**src/rtl/debug_pkg.sv**
```systemverilog
// -----------------------------------------------------------------------------
// debug_pkg
// Shared definitions for the debug trace input block: frame mode encoding,
// frame lengths in nibbles, receiver state encoding and the record layout.
// Optional feature macro used by debug_input: DEBUG_INPUT_STATS_EN.
// -----------------------------------------------------------------------------
package debug_pkg;

    typedef enum logic [1:0] {
        PC             = 2'd0,
        PC_INSTR       = 2'd1,
        PC_INSTR_WDATA = 2'd2,
        ILLEGAL        = 2'd3
    } dbg_mode_e;

    typedef enum logic {
        ST_IDLE = 1'b0,
        ST_RECV = 1'b1
    } dbg_state_e;

    localparam int unsigned LEN_PC             = 8;
    localparam int unsigned LEN_PC_INSTR       = 16;
    localparam int unsigned LEN_PC_INSTR_WDATA = 24;

    // Nibble counter width and assembled frame width ({wdata, instr, pc}).
    localparam int unsigned CNT_W   = 5;
    localparam int unsigned FRAME_W = 96;

    typedef struct packed {
        logic [31:0] pc;
        logic [31:0] instr;
        logic [31:0] wdata;
    } dbg_record_t;

    // Number of nibbles in a frame of the given mode. ILLEGAL never starts a
    // frame, so its value is irrelevant.
    function automatic logic [CNT_W-1:0] frame_len(input dbg_mode_e m);
        case (m)
            PC:             return CNT_W'(LEN_PC);
            PC_INSTR:       return CNT_W'(LEN_PC_INSTR);
            PC_INSTR_WDATA: return CNT_W'(LEN_PC_INSTR_WDATA);
            default:        return CNT_W'(LEN_PC);
        endcase
    endfunction

endpackage

```
**src/rtl/debug_input_if.sv**
```systemverilog
// -----------------------------------------------------------------------------
// debug_input_if
// Bus between the nibble transmitter / record consumer (master) and the
// debug_input receiver (slave).
//   mode        frame format, sampled on the first nibble of a frame
//   nib_valid   nibble strobe, high while a frame is being driven
//   nib_data    serial nibble, least significant nibble first
//   rec_valid   a reconstructed record is held
//   rec_ready   consumer accepts the held record
//   rec_mode    mode of the held record
//   rec_pc/rec_instr/rec_wdata  record fields
//   err_abort   one-cycle pulse: frame truncated or illegal mode
//   err_ovf     one-cycle pulse: completed frame dropped, record held
//
// Record handshake: a transfer happens on a rising edge where rec_valid and
// rec_ready are both high. While rec_valid is high and rec_ready is low the
// record outputs do not change. rec_valid does not depend on rec_ready.
// The nibble side has no backpressure: every cycle with nib_valid high
// delivers one nibble.
// -----------------------------------------------------------------------------
interface debug_input_if;
    logic [1:0]  mode;
    logic        nib_valid;
    logic [3:0]  nib_data;
    logic        rec_valid;
    logic        rec_ready;
    logic [1:0]  rec_mode;
    logic [31:0] rec_pc;
    logic [31:0] rec_instr;
    logic [31:0] rec_wdata;
    logic        err_abort;
    logic        err_ovf;

    modport master (
        output mode, nib_valid, nib_data, rec_ready,
        input  rec_valid, rec_mode, rec_pc, rec_instr, rec_wdata,
               err_abort, err_ovf
    );

    modport slave (
        input  mode, nib_valid, nib_data, rec_ready,
        output rec_valid, rec_mode, rec_pc, rec_instr, rec_wdata,
               err_abort, err_ovf
    );
endinterface

```
**src/rtl/debug_nibble_deser.sv**
```systemverilog
// -----------------------------------------------------------------------------
// debug_nibble_deser
// Nibble counter and frame assembly register. Nibble k is placed at bits
// [4k+3:4k] of the 96-bit {wdata, instr, pc} frame.
// Ports:
//   clk, rst    clock, synchronous active-high reset
//   start_i     first nibble of a frame: restart assembly with nib_i at 0
//   store_i     subsequent nibble: place nib_i at the current count
//   clear_i     discard the partial frame
//   nib_i       incoming nibble
//   len_i       length of the frame in progress, in nibbles
//   done_o      this store completes the frame (combinational)
//   frame_o     assembled frame including the current nibble (combinational),
//               valid for loading when done_o is high
// -----------------------------------------------------------------------------
module debug_nibble_deser
    import debug_pkg::*;
(
    input  logic               clk,
    input  logic               rst,
    input  logic               start_i,
    input  logic               store_i,
    input  logic               clear_i,
    input  logic [3:0]         nib_i,
    input  logic [CNT_W-1:0]   len_i,
    output logic               done_o,
    output logic [FRAME_W-1:0] frame_o
);

    logic [CNT_W-1:0]   cnt_q, cnt_d;
    logic [FRAME_W-1:0] data_q, data_d;
    logic [FRAME_W-1:0] placed;

    always_comb begin
        placed  = FRAME_W'(nib_i) << {cnt_q, 2'b00};
        frame_o = data_q | placed;
        done_o  = 1'b0;
        cnt_d   = cnt_q;
        data_d  = data_q;
        if (clear_i) begin
            cnt_d  = '0;
            data_d = '0;
        end else if (start_i) begin
            // Starting from zero keeps the fields a short frame never
            // reaches at zero.
            cnt_d  = CNT_W'(1);
            data_d = FRAME_W'(nib_i);
        end else if (store_i) begin
            if (cnt_q == len_i - CNT_W'(1)) begin
                done_o = 1'b1;
                cnt_d  = '0;
                data_d = '0;
            end else begin
                cnt_d  = cnt_q + CNT_W'(1);
                data_d = frame_o;
            end
        end
    end

    always_ff @(posedge clk) begin
        if (rst) begin
            cnt_q  <= '0;
            data_q <= '0;
        end else begin
            cnt_q  <= cnt_d;
            data_q <= data_d;
        end
    end

endmodule

```
**src/rtl/debug_input.sv**
```systemverilog
// -----------------------------------------------------------------------------
// debug_input
// Receives serial debug trace frames (PC / PC+instr / PC+instr+wdata) one
// nibble per cycle and presents each completed frame as a record behind a
// valid/ready output register.
// Ports:
//   clk, rst    clock, synchronous active-high reset (highest priority)
//   bus         debug_input_if.slave: nibble input, record output, errors
//   state_o     current receiver state (dbg_state_e: 0 IDLE, 1 RECV)
//   frame_cnt   (DEBUG_INPUT_STATS_EN only) records loaded
//   drop_cnt    (DEBUG_INPUT_STATS_EN only) aborts + overflows, saturating
// Optional feature macro: DEBUG_INPUT_STATS_EN.
// -----------------------------------------------------------------------------
module debug_input
    import debug_pkg::*;
(
    input  logic         clk,
    input  logic         rst,
    debug_input_if.slave bus,
    output logic         state_o
`ifdef DEBUG_INPUT_STATS_EN
    ,
    output logic [31:0]  frame_cnt,
    output logic [15:0]  drop_cnt
`endif
);

    dbg_state_e  state_q;
    dbg_mode_e   mode_q;
    logic        skip_q;
    logic        rec_valid_q;
    dbg_mode_e   rec_mode_q;
    dbg_record_t rec_q;
    logic        err_abort_q;
    logic        err_ovf_q;

    logic               start;
    logic               illegal;
    logic               store;
    logic               trunc;
    logic               done;
    logic               load;
    logic               ovf;
    logic [CNT_W-1:0]   len;
    logic [FRAME_W-1:0] frame;

    // skip_q: an illegal-mode frame was seen; its nibbles are ignored until
    // nib_valid has been low for a cycle.
    always_comb begin
        start   = 1'b0;
        illegal = 1'b0;
        store   = 1'b0;
        trunc   = 1'b0;
        if (state_q == ST_IDLE) begin
            if (!skip_q && bus.nib_valid) begin
                if (bus.mode == ILLEGAL) illegal = 1'b1;
                else                     start   = 1'b1;
            end
        end else begin
            if (bus.nib_valid) store = 1'b1;
            else               trunc = 1'b1;
        end
        len  = frame_len(mode_q);
        // A completion may load when the register is empty or being emptied
        // in the same cycle; otherwise it is dropped.
        load = done && (!rec_valid_q || bus.rec_ready);
        ovf  = done && rec_valid_q && !bus.rec_ready;
    end

    debug_nibble_deser u_deser (
        .clk     (clk),
        .rst     (rst),
        .start_i (start),
        .store_i (store),
        .clear_i (trunc),
        .nib_i   (bus.nib_data),
        .len_i   (len),
        .done_o  (done),
        .frame_o (frame)
    );

`ifdef DEBUG_INPUT_STATS_EN
    logic [31:0] frame_cnt_q;
    logic [15:0] drop_cnt_q;
`endif

    always_ff @(posedge clk) begin
        if (rst) begin
            state_q     <= ST_IDLE;
            mode_q      <= PC;
            skip_q      <= 1'b0;
            rec_valid_q <= 1'b0;
            rec_mode_q  <= PC_INSTR;
            rec_q       <= '0;
            err_abort_q <= 1'b0;
            err_ovf_q   <= 1'b0;
`ifdef DEBUG_INPUT_STATS_EN
            frame_cnt_q <= '0;
            drop_cnt_q  <= '0;
`endif
        end else begin
            err_abort_q <= illegal || trunc;
            err_ovf_q   <= ovf;

            case (state_q)
                ST_IDLE: begin
                    if (start) begin
                        state_q <= ST_RECV;
                        mode_q  <= dbg_mode_e'(bus.mode);
                    end else if (illegal) begin
                        skip_q <= 1'b1;
                    end else if (skip_q && !bus.nib_valid) begin
                        skip_q <= 1'b0;
                    end
                end
                ST_RECV: begin
                    if (trunc || done) state_q <= ST_IDLE;
                end
                default: state_q <= ST_IDLE;
            endcase

            if (load) begin
                rec_valid_q <= 1'b1;
                rec_mode_q  <= mode_q;
                rec_q.pc    <= frame[31:0];
                rec_q.instr <= frame[63:32];
                rec_q.wdata <= frame[95:64];
            end else if (rec_valid_q && bus.rec_ready) begin
                rec_valid_q <= 1'b0;
            end

`ifdef DEBUG_INPUT_STATS_EN
            if (load) frame_cnt_q <= frame_cnt_q + 32'd1;
            if ((illegal || trunc || ovf) && drop_cnt_q != 16'hFFFF)
                drop_cnt_q <= drop_cnt_q + 16'd1;
`endif
        end
    end

    assign bus.rec_valid = rec_valid_q;
    assign bus.rec_mode  = rec_mode_q;
    assign bus.rec_pc    = rec_q.pc;
    assign bus.rec_instr = rec_q.instr;
    assign bus.rec_wdata = rec_q.wdata;
    assign bus.err_abort = err_abort_q;
    assign bus.err_ovf   = err_ovf_q;
    assign state_o       = state_q;

`ifdef DEBUG_INPUT_STATS_EN
    assign frame_cnt = frame_cnt_q;
    assign drop_cnt  = drop_cnt_q;
`endif

endmodule

```
**src/flat_wrapper.sv**
```systemverilog
// flat-port wrapper written by rule: the top's interface ports become plain ports
module debug_input_flat import debug_pkg::*;
  (clk, rst, state_o, bus_mode, bus_nib_valid, bus_nib_data, bus_rec_ready, bus_rec_valid, bus_rec_mode, bus_rec_pc, bus_rec_instr, bus_rec_wdata, bus_err_abort, bus_err_ovf);
  debug_input_if bus_i ();
  input  logic clk;
  input  logic rst;
  output logic state_o;
  input wire logic [$bits(bus_i.mode)-1:0] bus_mode;
  input wire logic [$bits(bus_i.nib_valid)-1:0] bus_nib_valid;
  input wire logic [$bits(bus_i.nib_data)-1:0] bus_nib_data;
  input wire logic [$bits(bus_i.rec_ready)-1:0] bus_rec_ready;
  output wire logic [$bits(bus_i.rec_valid)-1:0] bus_rec_valid;
  output wire logic [$bits(bus_i.rec_mode)-1:0] bus_rec_mode;
  output wire logic [$bits(bus_i.rec_pc)-1:0] bus_rec_pc;
  output wire logic [$bits(bus_i.rec_instr)-1:0] bus_rec_instr;
  output wire logic [$bits(bus_i.rec_wdata)-1:0] bus_rec_wdata;
  output wire logic [$bits(bus_i.err_abort)-1:0] bus_err_abort;
  output wire logic [$bits(bus_i.err_ovf)-1:0] bus_err_ovf;
  assign bus_i.mode = bus_mode;
  assign bus_i.nib_valid = bus_nib_valid;
  assign bus_i.nib_data = bus_nib_data;
  assign bus_i.rec_ready = bus_rec_ready;
  assign bus_rec_valid = bus_i.rec_valid;
  assign bus_rec_mode = bus_i.rec_mode;
  assign bus_rec_pc = bus_i.rec_pc;
  assign bus_rec_instr = bus_i.rec_instr;
  assign bus_rec_wdata = bus_i.rec_wdata;
  assign bus_err_abort = bus_i.err_abort;
  assign bus_err_ovf = bus_i.err_ovf;
  debug_input u_core (.clk(clk), .rst(rst), .bus(bus_i), .state_o(state_o));
endmodule
```
**config.mk**
```make
export PLATFORM = sky130hd
export DESIGN_NAME = debug_input_flat
export DESIGN_NICKNAME = d
export VERILOG_FILES = /design/src/rtl/debug_pkg.sv /design/src/rtl/debug_input_if.sv /design/src/rtl/debug_nibble_deser.sv /design/src/rtl/debug_input.sv /design/src/flat_wrapper.sv
export SDC_FILE = /design/constraint.sdc
export NUM_CORES = 1
export LEC_CHECK = 0
export ABC_AREA = 1
export ABC_CLOCK_PERIOD_IN_PS = 3080
export BUFFER_PORTS_ARGS = -buffer_cell sky130_fd_sc_hd__buf_2
export CAP_MARGIN = 20
export CORE_UTILIZATION = 45
export DETAILED_ROUTE_END_ITERATION = 12
export PLACE_DENSITY = 0.65
export SYNTH_ARGS = -nofsm -noshare
export SYNTH_HDL_FRONTEND = slang
export SYNTH_HIERARCHICAL = 1
export SYNTH_SLANG_ARGS = --single-unit
```
**constraint.sdc**
```tcl
create_clock -name clk -period 3.08 [get_ports clk]
set_input_delay 0.462 -clock clk [delete_from_list [all_inputs] [get_ports clk]]
set_output_delay 0.462 -clock clk [all_outputs]
set_load 0.005 [all_outputs]
```
Word-level counts from Yosys, hierarchy flattened --
Index checks and enable logic that the tools add are counted.
Operators by class: shift operators 1, bitwise operators 3, equality and inequality tests 4, add/sub/neg operators 2, mux-type cells 28, reductions and logical operators 20
Operators by type and width (count):
- $mux W96 | 1
- $or A96 B96 Y96 | 1
- $shl A4 B7 Y96 | 1
- $mux W1 | 22
- $pmux W5 S2 | 1
- $mux W4 | 2
- $logic_and A1 B1 Y1 | 6
- $reduce_bool A2 Y1 | 3
- $add A5 B1 Y5 const B | 1
- $eq A5 B5 Y1 | 1
- $mux W5 | 1
- $sub A5 B1 Y5 const B | 1
- $eq A2 B2 Y1 const B | 2
- $logic_not A1 Y1 | 4
- $logic_or A1 B1 Y1 | 3
- $reduce_and A3 Y1 | 1
- $reduce_or A3 Y1 | 1
- $eq A2 B1 Y1 const B | 1
- $not A1 Y1 | 2
- $pmux W1 S2 | 1
- $reduce_and A2 Y1 | 1
- $reduce_or A2 Y1 | 1
Storage, ports and cells: register bits after elaboration 206, output and inout bits 102

Longest topological paths before layout --
Gate-level depths: netlist of run 1.
depth in word-level cells 11, depth in mapped cells 18

Cells and area by module --
The synthesis of run 1 kept the hierarchy.
By module, submodules not included:
- debug_nibble_deser | times used 1, cells an instance 823, area an instance 5366.4 µm²
- debug_input | times used 1, cells an instance 471, area an instance 3693.5 µm²

Worst setup path before layout of run 1 --
OpenSTA, ideal clock, no wires.
kind reg-to-reg, start point register u_core.mode_q[1], end point register u_core.rec_q, in the netlist u_core/bus.rec_instr[2], data arrival time 2.235 ns, buffers on the path 3, library setup time 0.113 ns, path slack 0.732 ns, stages on the path, launching flop included 18, period minus slack after synthesis 2.348 ns, cell sequence dfxtp_1 > inv_1 > ha_1 > inv_1 > nand2_1 > inv_1 > nor2_2 > nand2_1 > nand2_1 > nor2_2 > nand3_2 > buf_2 > nor3_1 > nand2_4 > buf_6 > buf_4 > o21ai_1 > nor2_1
Between the ends: word-level cells in the longest chain between the ends 9, elaborated cells between the ends (all ways) 10, those cells by class add/sub: 1; eq/ne: 3; mux: 5; reduce/logical: 1
Ends and longest elaborated chain:
- start, declared | line debug_input.sv:29 | dbg_mode_e mode_q;
- start signal, assigned | line debug_input.sv:109 | mode_q <= dbg_mode_e'(bus.mode);
- $eq A2 B2 Y1 or $eq A2 B1 Y1 (tied branches) | line debug_pkg.sv:38 | case (m)
- $pmux W5 S2 * | line debug_pkg.sv:38
- net u_core.len[4] | line debug_input.sv:44 | logic [CNT_W-1:0] len;
- $sub A5 B1 Y5 * | line debug_nibble_deser.sv:49 | if (cnt_q == len_i - CNT_W'(1)) begin
- $eq A5 B5 Y1 * | line debug_nibble_deser.sv:49
- $mux W1 * | line debug_nibble_deser.sv:49
- $mux W1 * | line debug_nibble_deser.sv:48 | end else if (store_i) begin
- $mux W1 * | line debug_nibble_deser.sv:43 | end else if (start_i) begin
- $mux W1 * | line debug_nibble_deser.sv:40 | if (clear_i) begin
- net u_core.done | line debug_input.sv:41 | logic done;
- $logic_and A1 B1 Y1 * | line debug_input.sv:66 | load = done && (!rec_valid_q || bus.rec_ready);
- end, declared | line debug_input.sv:33 | dbg_record_t rec_q;
The timed path passes the listed nets; every way through them passes the cells marked *. A chain may end at the register's enable or synchronous reset.

Worst setup path in the final report of run 1 --
start point register u_core.mode_q[1], end point register u_core.rec_q, in the netlist u_core/bus.rec_instr[31]
The elaborated chain is that of the path after synthesis.

==> results of run 1 <==
-- registers in the layout (all words and copies together), names as in the netlist --
| name | flops |
|---|---|
| u_core/bus.err_abort | 1 |
| u_core/bus.err_ovf | 1 |
| u_core/bus.rec_pc | 32 |
| u_core/bus.rec_valid | 1 |
| u_core/bus.rec_mode | 2 |
| u_core/bus.rec_instr | 32 |
| u_core/skip_q | 1 |
| u_core/state_o | 1 |
| u_core/u_deser/data_q | 96 |
| u_core/mode_q | 2 |
| u_core/bus.rec_wdata | 32 |
| u_core/u_deser/cnt_q | 5 |
-- synth_stat cells, types with 4 or more instances --
| library cell | count |
|---|---|
| nand2_1 | 106 |
| inv_1 | 168 |
| dfxtp_1 | 206 |
| a21o_1 | 4 |
| buf_2 | 31 |
| clkbuf_1 | 30 |
| o21ai_1 | 21 |
| clkbuf_2 | 6 |
| nand3_2 | 11 |
| nand4_1 | 10 |
| o21ai_0 | 129 |
| a21oi_1 | 73 |
| o21bai_1 | 25 |
| nor3_2 | 4 |
| nor3_1 | 4 |
| a22oi_1 | 4 |
| a31oi_1 | 7 |
| nand3_1 | 88 |
| inv_2 | 28 |
| buf_6 | 10 |
| nor2_1 | 308 |
-- metal layers --
metal,global-route usage (%),part of all wire (%),up-vias
li1,-,-,4224
met4,7.39,2.3,0
met1,31.6,46,3824
met3,3.43,5.9,38
met2,38.2,46,239
met5,0,0,-
-- worst max path at each step --
stage | endpoint | slack, ns | cells after the start
after detailed placement | u_core/bus.rec_instr[31] | 0.51 | 15
after CTS | u_core/bus.rec_mode[0] | 0.49 | 16
after floorplan | u_core/bus.rec_instr[2] | 0.73 | 17
after global placement | u_core/bus.rec_mode[0] | 0.58 | 16
after global routing | u_core/bus.rec_mode[0] | 0.23 | 16
final | u_core/bus.rec_instr[31] | 0.48 | 15
-- layout make-up --
type,instances,area share (%)
inverter,197,7.08
clock inverter,6,0.561
sequential,206,39.3
tap,265,3.16
timing repair buffer,133,7.23
clock buffer,34,6.55
multi-input combinational,814,36.1
-- critical path: cells and delay by family, from the launching register on --
family                     cells  cell delay, ns
AOI/OAI and AO/OA              1            0.40
adders and majority gates      1            0.26
buffers and inverters          4            0.49
DFF                            1            0.34
and+or+nand+nor                9            0.97
-- kinds of logic after synthesis --
family                   count (synthesis)  synth area share (%)
AND/OR/NAND/NOR                        542                  25.4
AO/OA/AOI/OAI                          264                  15.6
buffers and inverters                  278                  13.0
other                                    1                0.0414
flip-flops                             206                  45.5
adder cells (fa/ha/maj)                  3                 0.414
-- cells in the final DEF (no fill, tap or decap), types with 5 or more instances in the layout --
cell type / Yosys / routed
inv_1: 168 / 168
inv_2: 28 / 28
buf_2: 31 / 111
nand2_1: 106 / 106
o21ai_0: 129 / 129
o21bai_1: 25 / 25
buf_4: 3 / 19
conb_1: 1 / 5
a21oi_1: 73 / 73
nand3_2: 11 / 10
dfxtp_1: 206 / 206
nand3_1: 88 / 88
clkbuf_16: 0 / 23
nand4_1: 10 / 10
a31oi_1: 7 / 7
clkbuf_8: 0 / 7
o21ai_1: 21 / 21
nor2_1: 308 / 308
-- report_power, final --
| part | total, mW | switching [mW] | internal [mW] |
|---|---|---|---|
| clock network | 2.68 | 1.06 | 1.62 |
| registers | 2.69 | 0.00811 | 2.68 |
| logic | 0.319 | 0.226 | 0.0929 |
==> metrics.md, run 1 <==
| Metric | Value |
|---|---|
| Most used DFF post-synth | `dfxtp_1` |
| GRT Total Usage | `23.4%` |
| CORE AREA | `just under 0.02 mm²` |
| Distinct cells, synth | `33` |
| ANT nets after route | `0` |
| Flops & latches, synth | `approximately 210` |
| Hold WS | `about 0.22 ns` |
| Worst EP required | `~3.5 ns` |
| WHS Path Cells | `2` |
| Peak supply drop | `roughly 0.00036 V` |
| Status | `finished, final reports clean` |
| R2r setup slk | `0.48 ns` |
| Post-cts resize count | `0` |
| Slew Viols, Final | `0` |
| CP startpoint kind | `flip-flop` |
| Largest net degree at the start of global routing | `97` |
| Die height | `about 140 µm` |
| Setup crit end kind | `flip-flop` |
| Pre-CTS WS | `between 0.5 and 0.6 ns` |
| CP Data Arrival Time | `2.99 ns` |
| MaxCap Viol Count | `0` |
| Final Instance Area | `~0.010 mm²` |
| CTS tree | `done` |
| Syn Area/Cell | `between 7 and 8 µm²` |
| Placed cell areas | `roughly 0.0097 mm²` |
| Crit path max fanout | `~50` |
| First-pass GRT wire length | `approximately 38,000 µm` |
| Top-area cell type share of the netlist area | `between 40 and 50%` |
| TritonRoute pass-1 iters | `5` |
| Layout area overhead | `15.7%` |
| Worst-Margin Slew | `between 1 and 1.5 ns` |
| Vias | `~8,300` |
| Register area | `0.00412 mm²` |
| R2R cell count | `15` |
| Port bufs | `between 100 and 150` |
| Leak | `between 5 and 6 nW` |
| Die area | `0.0207 mm²` |
| Post-synthesis sequential area ratio | `between 40% and 50%` |
| Terminus of the critical flop-to-flop path | `u_core/bus.rec_instr[31]` |
| Worst path cell trace | `inv_1, ha_1, inv_1, nand2_1, inv_1, nor2_2, nand2_1, nand2_1, nor2_2, nand3_4, nor3_1, nand2_4, buf_4, o21ai_0, nor2_1` |
| Share of flip-flops with an asynchronous set or reset | `0%` |
| DRC marker count from the first detailed-route iteration | `665` |
| EDFF count, synth | `0` |
| Fill count | `around 2,000` |
| H-tree Lvls | `1` |
| CTS Buf Count | `23` |
| RSZ-0062 raised after global routing | `false` |
| Yosys warnings | `6` |
| PwrDens | `approximately 540 mW/mm²` |
| Endpoint, Worst Hold | `u_core/bus.err_abort` |
| DP HPWL | `15,900 µm` |
| Max_slew headroom | `between 20 and 30%` |
| Hold Fails Final Rpt | `0` |
| Hold_sp | `rst` |
| Post-route DRC violation count | `0` |
| Max clock buf depth | `3` |
| Mapped Area | `approximately 0.009 mm²` |
| Endpoints failing setup | `0` |
| Detailed Route WL | `23,700 µm` |
| Reg2Reg Launch Point | `u_core/mode_q[1]` |
| DR WL/cell | `14.3 µm` |
| Worst path max stage delay | `approximately 0.40 ns` |
| Critical path class | `reg2reg` |
| Top Ports | `around 110` |
| Min cycle time layout | `~2.6 ns` |
| Initial antenna violation count | `0` |
| Reg clk slew, reported paths | `0.06 ns` |
| Slowest-stage cell, CP | `o21ai_0` |
| Final worst setup slack | `between 0.4 and 0.5 ns` |
| Yosys top cell by area | `dfxtp_1` |
| Setup bufs post-CTS | `0` |
| Vias in the first global route | `around 7,600` |
| RD Place Congestion | `0.910` |
| Via density | `around 5` |
| Inserted Diodes | `0` |
| Die Span X | `about 140 µm` |
| Top cells by area, synth | `dfxtp_1 46%, nor2_1 13%, o21ai_0 7.1%` |
| Post-Syn Instances | `roughly 1,300` |
| Min-Delay Path Class | `in2reg` |
| Root buffer selected by CTS | `clkbuf_16` |
| Setup TNS | `0 ns` |
| Total power | `~5.7 mW` |
| Std-Cell Rows | `51` |
| Clock sink count | `between 200 and 250` |
| Final Core Density | `between 50 and 60%` |
| Initial core utilization | `46.2%` |
| Skew final | `between 0.01 and 0.015 ns` |
| Area of the multi-input gates | `roughly 0.0038 mm²` |
| Share of layout cells above drive strength 1 | `15.8%` |
| CTS Hold Bufs | `0` |
| Nets | `1,388` |
| Max Clock Freq | `about 0.38 GHz` |
| Global route total overflow | `0` |
| Final non-filler cell total | `around 1,700` |
| Part of the cycle the worst path needs | `about 84%` |
| Clock Latency Late Sink | `approximately 0.5 ns` |
| Inst Count DP | `1,615` |
| Crit path from | `u_core/mode_q[1]` |
Power figures use the tool's default switching activity.
==> inputs of run 2 (changes only) <==
--- a/config.mk
+++ b/config.mk
@@ -5,13 +5,13 @@
 export SDC_FILE = /design/constraint.sdc
 export NUM_CORES = 1
 export LEC_CHECK = 0
-export ABC_AREA = 1
-export ABC_CLOCK_PERIOD_IN_PS = 3080
+export ABC_AREA = 0
+export ABC_CLOCK_PERIOD_IN_PS = 2400
 export BUFFER_PORTS_ARGS = -buffer_cell sky130_fd_sc_hd__buf_2
 export CAP_MARGIN = 20
 export CORE_UTILIZATION = 45
 export DETAILED_ROUTE_END_ITERATION = 12
-export PLACE_DENSITY = 0.65
+export PLACE_DENSITY = 0.66
 export SYNTH_ARGS = -nofsm -noshare
 export SYNTH_HDL_FRONTEND = slang
 export SYNTH_HIERARCHICAL = 1
==> constraint.sdc (replaced) <==
create_clock -name clk -period 2.4 [get_ports clk]
set_input_delay 0.36 -clock clk [delete_from_list [all_inputs] [get_ports clk]]
set_output_delay 0.36 -clock clk [all_outputs]
set_load 0.005 [all_outputs]
==> metrics.md, run 2 <==
| Metric | Value |
|---|---|
| Inserted Diodes | `0` |
| Distinct cells, synth | `48` |
| Global route total overflow | `0` |
| Endpoints failing setup | `1` |
| Worst-Margin Slew | `0.686 ns` |
| Most numerous cell in the Yosys netlist | `dfxtp_1` |
| Status | `finished with violations` |
| Top-area cell type share of the netlist area | `about half` |
| Syn Area/Cell | `8.47 µm²` |
| Post-Syn Instances | `between 1,000 and 1,500` |
| Leak | `4.68 nW` |
| Reg clk slew, reported paths | `about 0.060 ns` |
| Yosys warnings | `6` |
| CP Data Arrival Time | `about 2.8 ns` |
| Slew Viols, Final | `0` |
| CORE AREA | `between 0.015 and 0.02 mm²` |
| Share of flip-flops with an asynchronous set or reset | `0%` |
| Vias in the first global route | `6,480` |
| Final Instance Area | `0.0102 mm²` |
| Clock Latency Late Sink | `0.51 ns` |
| Skew final | `between 0.008 and 0.009 ns` |
| H-tree Lvls | `1` |
| Min-Delay Path Class | `in2reg` |
| Via density | `5.57` |
| Commonest non-fill, non-tap cells in the layout | `206 x dfxtp_1, 158 x a21oi_1, 120 x o21ai_0` |
| PwrDens | `approximately 710 mW/mm²` |
| Final Core Density | `55.8%` |
| Post-route DRC violation count | `0` |
| CTS Buf Count | `23` |
| Worst EP required | `about 2.8 ns` |
| Setup crit end kind | `flip-flop` |
| Port bufs | `approximately 110` |
| Hold Fails Final Rpt | `0` |
| Slowest-stage cell, CP | `dfxtp_1` |
| Die area | `about 0.019 mm²` |
| Crit path max fanout | `45` |
| Total power | `roughly 7.2 mW` |
| Worst path cell trace | `inv_1, ha_1, inv_1, xor2_1, a211oi_2, o311ai_4, nor4_4, buf_4, inv_4, clkbuf_16, o21ai_0, a21oi_1` |
| Post-synth top cells | `206 x dfxtp_1, 158 x a21oi_1, 133 x o21ai_0` |
| First-pass GRT wire length | `around 36,000 µm` |
| CTS Hold Bufs | `0` |
| Critical path class | `reg2reg` |
| Die height | `139 µm` |
| Die Span X | `between 100 and 150 µm` |
| MaxCap Viol Count | `0` |
| Hold WS | `between 0.15 and 0.2 ns` |
| Placed cell areas | `0.00932 mm²` |
| Final worst setup slack | `-0.00247 ns` |
| GRT Total Usage | `a little under a quarter` |
| Initial core utilization | `a little under half` |
| Max clock buf depth | `3` |
| Commonest non-fill, non-tap cell in the layout | `dfxtp_1` |
| Clock sink count | `206` |
| DP HPWL | `between 10,000 and 15,000 µm` |
| DRC marker count from the first detailed-route iteration | `approximately 500` |
| Failing checks | `negative setup slack` |
| Fill count | `roughly 1,700` |
| Yosys top cell by area | `dfxtp_1` |
| Most used cell, CP | `inv_1` |
| Share of layout cells above drive strength 1 | `around 20%` |
| Number of flip-flops in the largest register | `96` |
| RSZ-0062 raised after global routing | `true` |
| Top cells by area, synth | `dfxtp_1 49%, a21oi_1 9.3%, a21o_1 8.5%` |
| Root buffer selected by CTS | `clkbuf_16` |
| ANT nets after route | `0` |
| Post-synthesis sequential area ratio | `48.6%` |
| Max Clock Freq | `approximately 0.42 GHz` |
| Max_slew headroom | `~54%` |
| EDFF count, synth | `0` |
| Most used DFF post-synth | `dfxtp_1` |
| Vias | `roughly 7,500` |
| Flops & latches, synth | `206` |
| Initial antenna violation count | `0` |
| Pre-CTS WS | `-0.0980 ns` |
| Mapped Area | `roughly 0.0085 mm²` |
| Std-Cell Rows | `slightly below 50` |
| Most flops, register | `u_core/u_deser/data_q` |
| TritonRoute pass-1 iters | `5` |
| DR WL/cell | `about 18 µm` |
| Nets | `roughly 1,100` |
| Top Ports | `~110` |
| CP startpoint kind | `flip-flop` |
| Peak supply drop | `roughly 0.00047 V` |
| CTS tree | `done` |
| Detailed Route WL | `between 20,000 and 25,000 µm` |
| Worst path max stage delay | `between 0.3 and 0.4 ns` |
| Min cycle time layout | `2.40 ns` |
| Layout area overhead | `19.9%` |
| Part of the cycle the worst path needs | `100%` |
| RD Place Congestion | `a little over 0.8` |
| Largest net degree at the start of global routing | `roughly 110` |
run 2: cell count changes after synthesis, sizes merged, moves of 10 or more:
cell and delta:
a21o +92, a21oi +85, and2 +10, clkbuf +19, inv -187, nand2 -103
nand2b +10, nor2 -210, o21ai -12, o21bai -24
run 2: cell type report:
| class | instances | area, µm² | area share, % |
|---|---|---|---|
| clock buffer | 29 | 638 | 6.28 |
| timing repair buffer | 163 | 1110 | 11.0 |
| multi-input combinational | 694 | 3880 | 38.1 |
| sequential | 206 | 4120 | 40.6 |
| inverter | 10 | 40.0 | 0.394 |
| tap | 229 | 287 | 2.82 |
| clock inverter | 11 | 87.6 | 0.861 |
run 2: layer usage:
metal	track usage [%]	vias to the layer above	wire length [µm]
met5	0	-	0
met4	5.91	0	392
met3	3.23	31	1330
met2	35.0	220	10800
met1	33.2	3532	11200
li1	-	3688	-
run 2: metrics by stage:
stage	setup TNS [ns]	instances
2_1_floorplan	0	1011
3_3_place_gp	0	1296
3_5_place_dp	-4.75	1296
4_1_cts	0	1336
5_1_grt	-5.04	1342
6_report	-0.00247	1342
run 2: cell families (layout without fill, tap and decap cells):
group	Yosys count	count (layout)	share of synthesized area, %
AO/OA/AOI/OAI	405	405	27.8
XOR/XNOR	8	8	0.826
adder cells (fa/ha/maj)	3	3	0.443
buffers and inverters	111	213	6.48
flip-flops	206	206	48.6
multiplexers	2	2	0.236
other	1	10	0.0442
AND/OR/NAND/NOR	266	266	15.6
run 2: worst paths after layout:
check                                 start                   endpoint  slack (ns)  cells after the start
setup reg to reg           u_core/mode_q[1]       u_core/bus.rec_pc[4]      -0.002                     12
setup / recovery           u_core/mode_q[1]       u_core/bus.rec_pc[4]      -0.002                     12
hold / removal                  bus_mode[1]           u_core/mode_q[1]        0.16                      3
hold reg to reg   u_core/u_deser/data_q[57]  u_core/u_deser/data_q[57]        0.47                      2
run 2: where the power goes:
group	internal (mW)	switching [mW]
Combinational	0.120	0.256
Clock	1.99	1.38
Sequential	3.43	0.00932
run 2: critical path, delay by kind of cell, from the launching register on:
kind                       cells  cell delay (ns)
DFF                            1             0.33
xor gates and xnor gates       1             0.17
AOI/OAI and AO/OA              4             0.75
buffers and inverters          5             0.56
and+or+nand+nor                1             0.18
adders and majority gates      1             0.27
run 2: repair_timing:
item / 4_1_cts / 5_1_grt
setup buffers: 0 / 3
setup endpoints to repair: 90 / 98
gates cloned: 0 / 3
gates resized for setup: 1 / 21
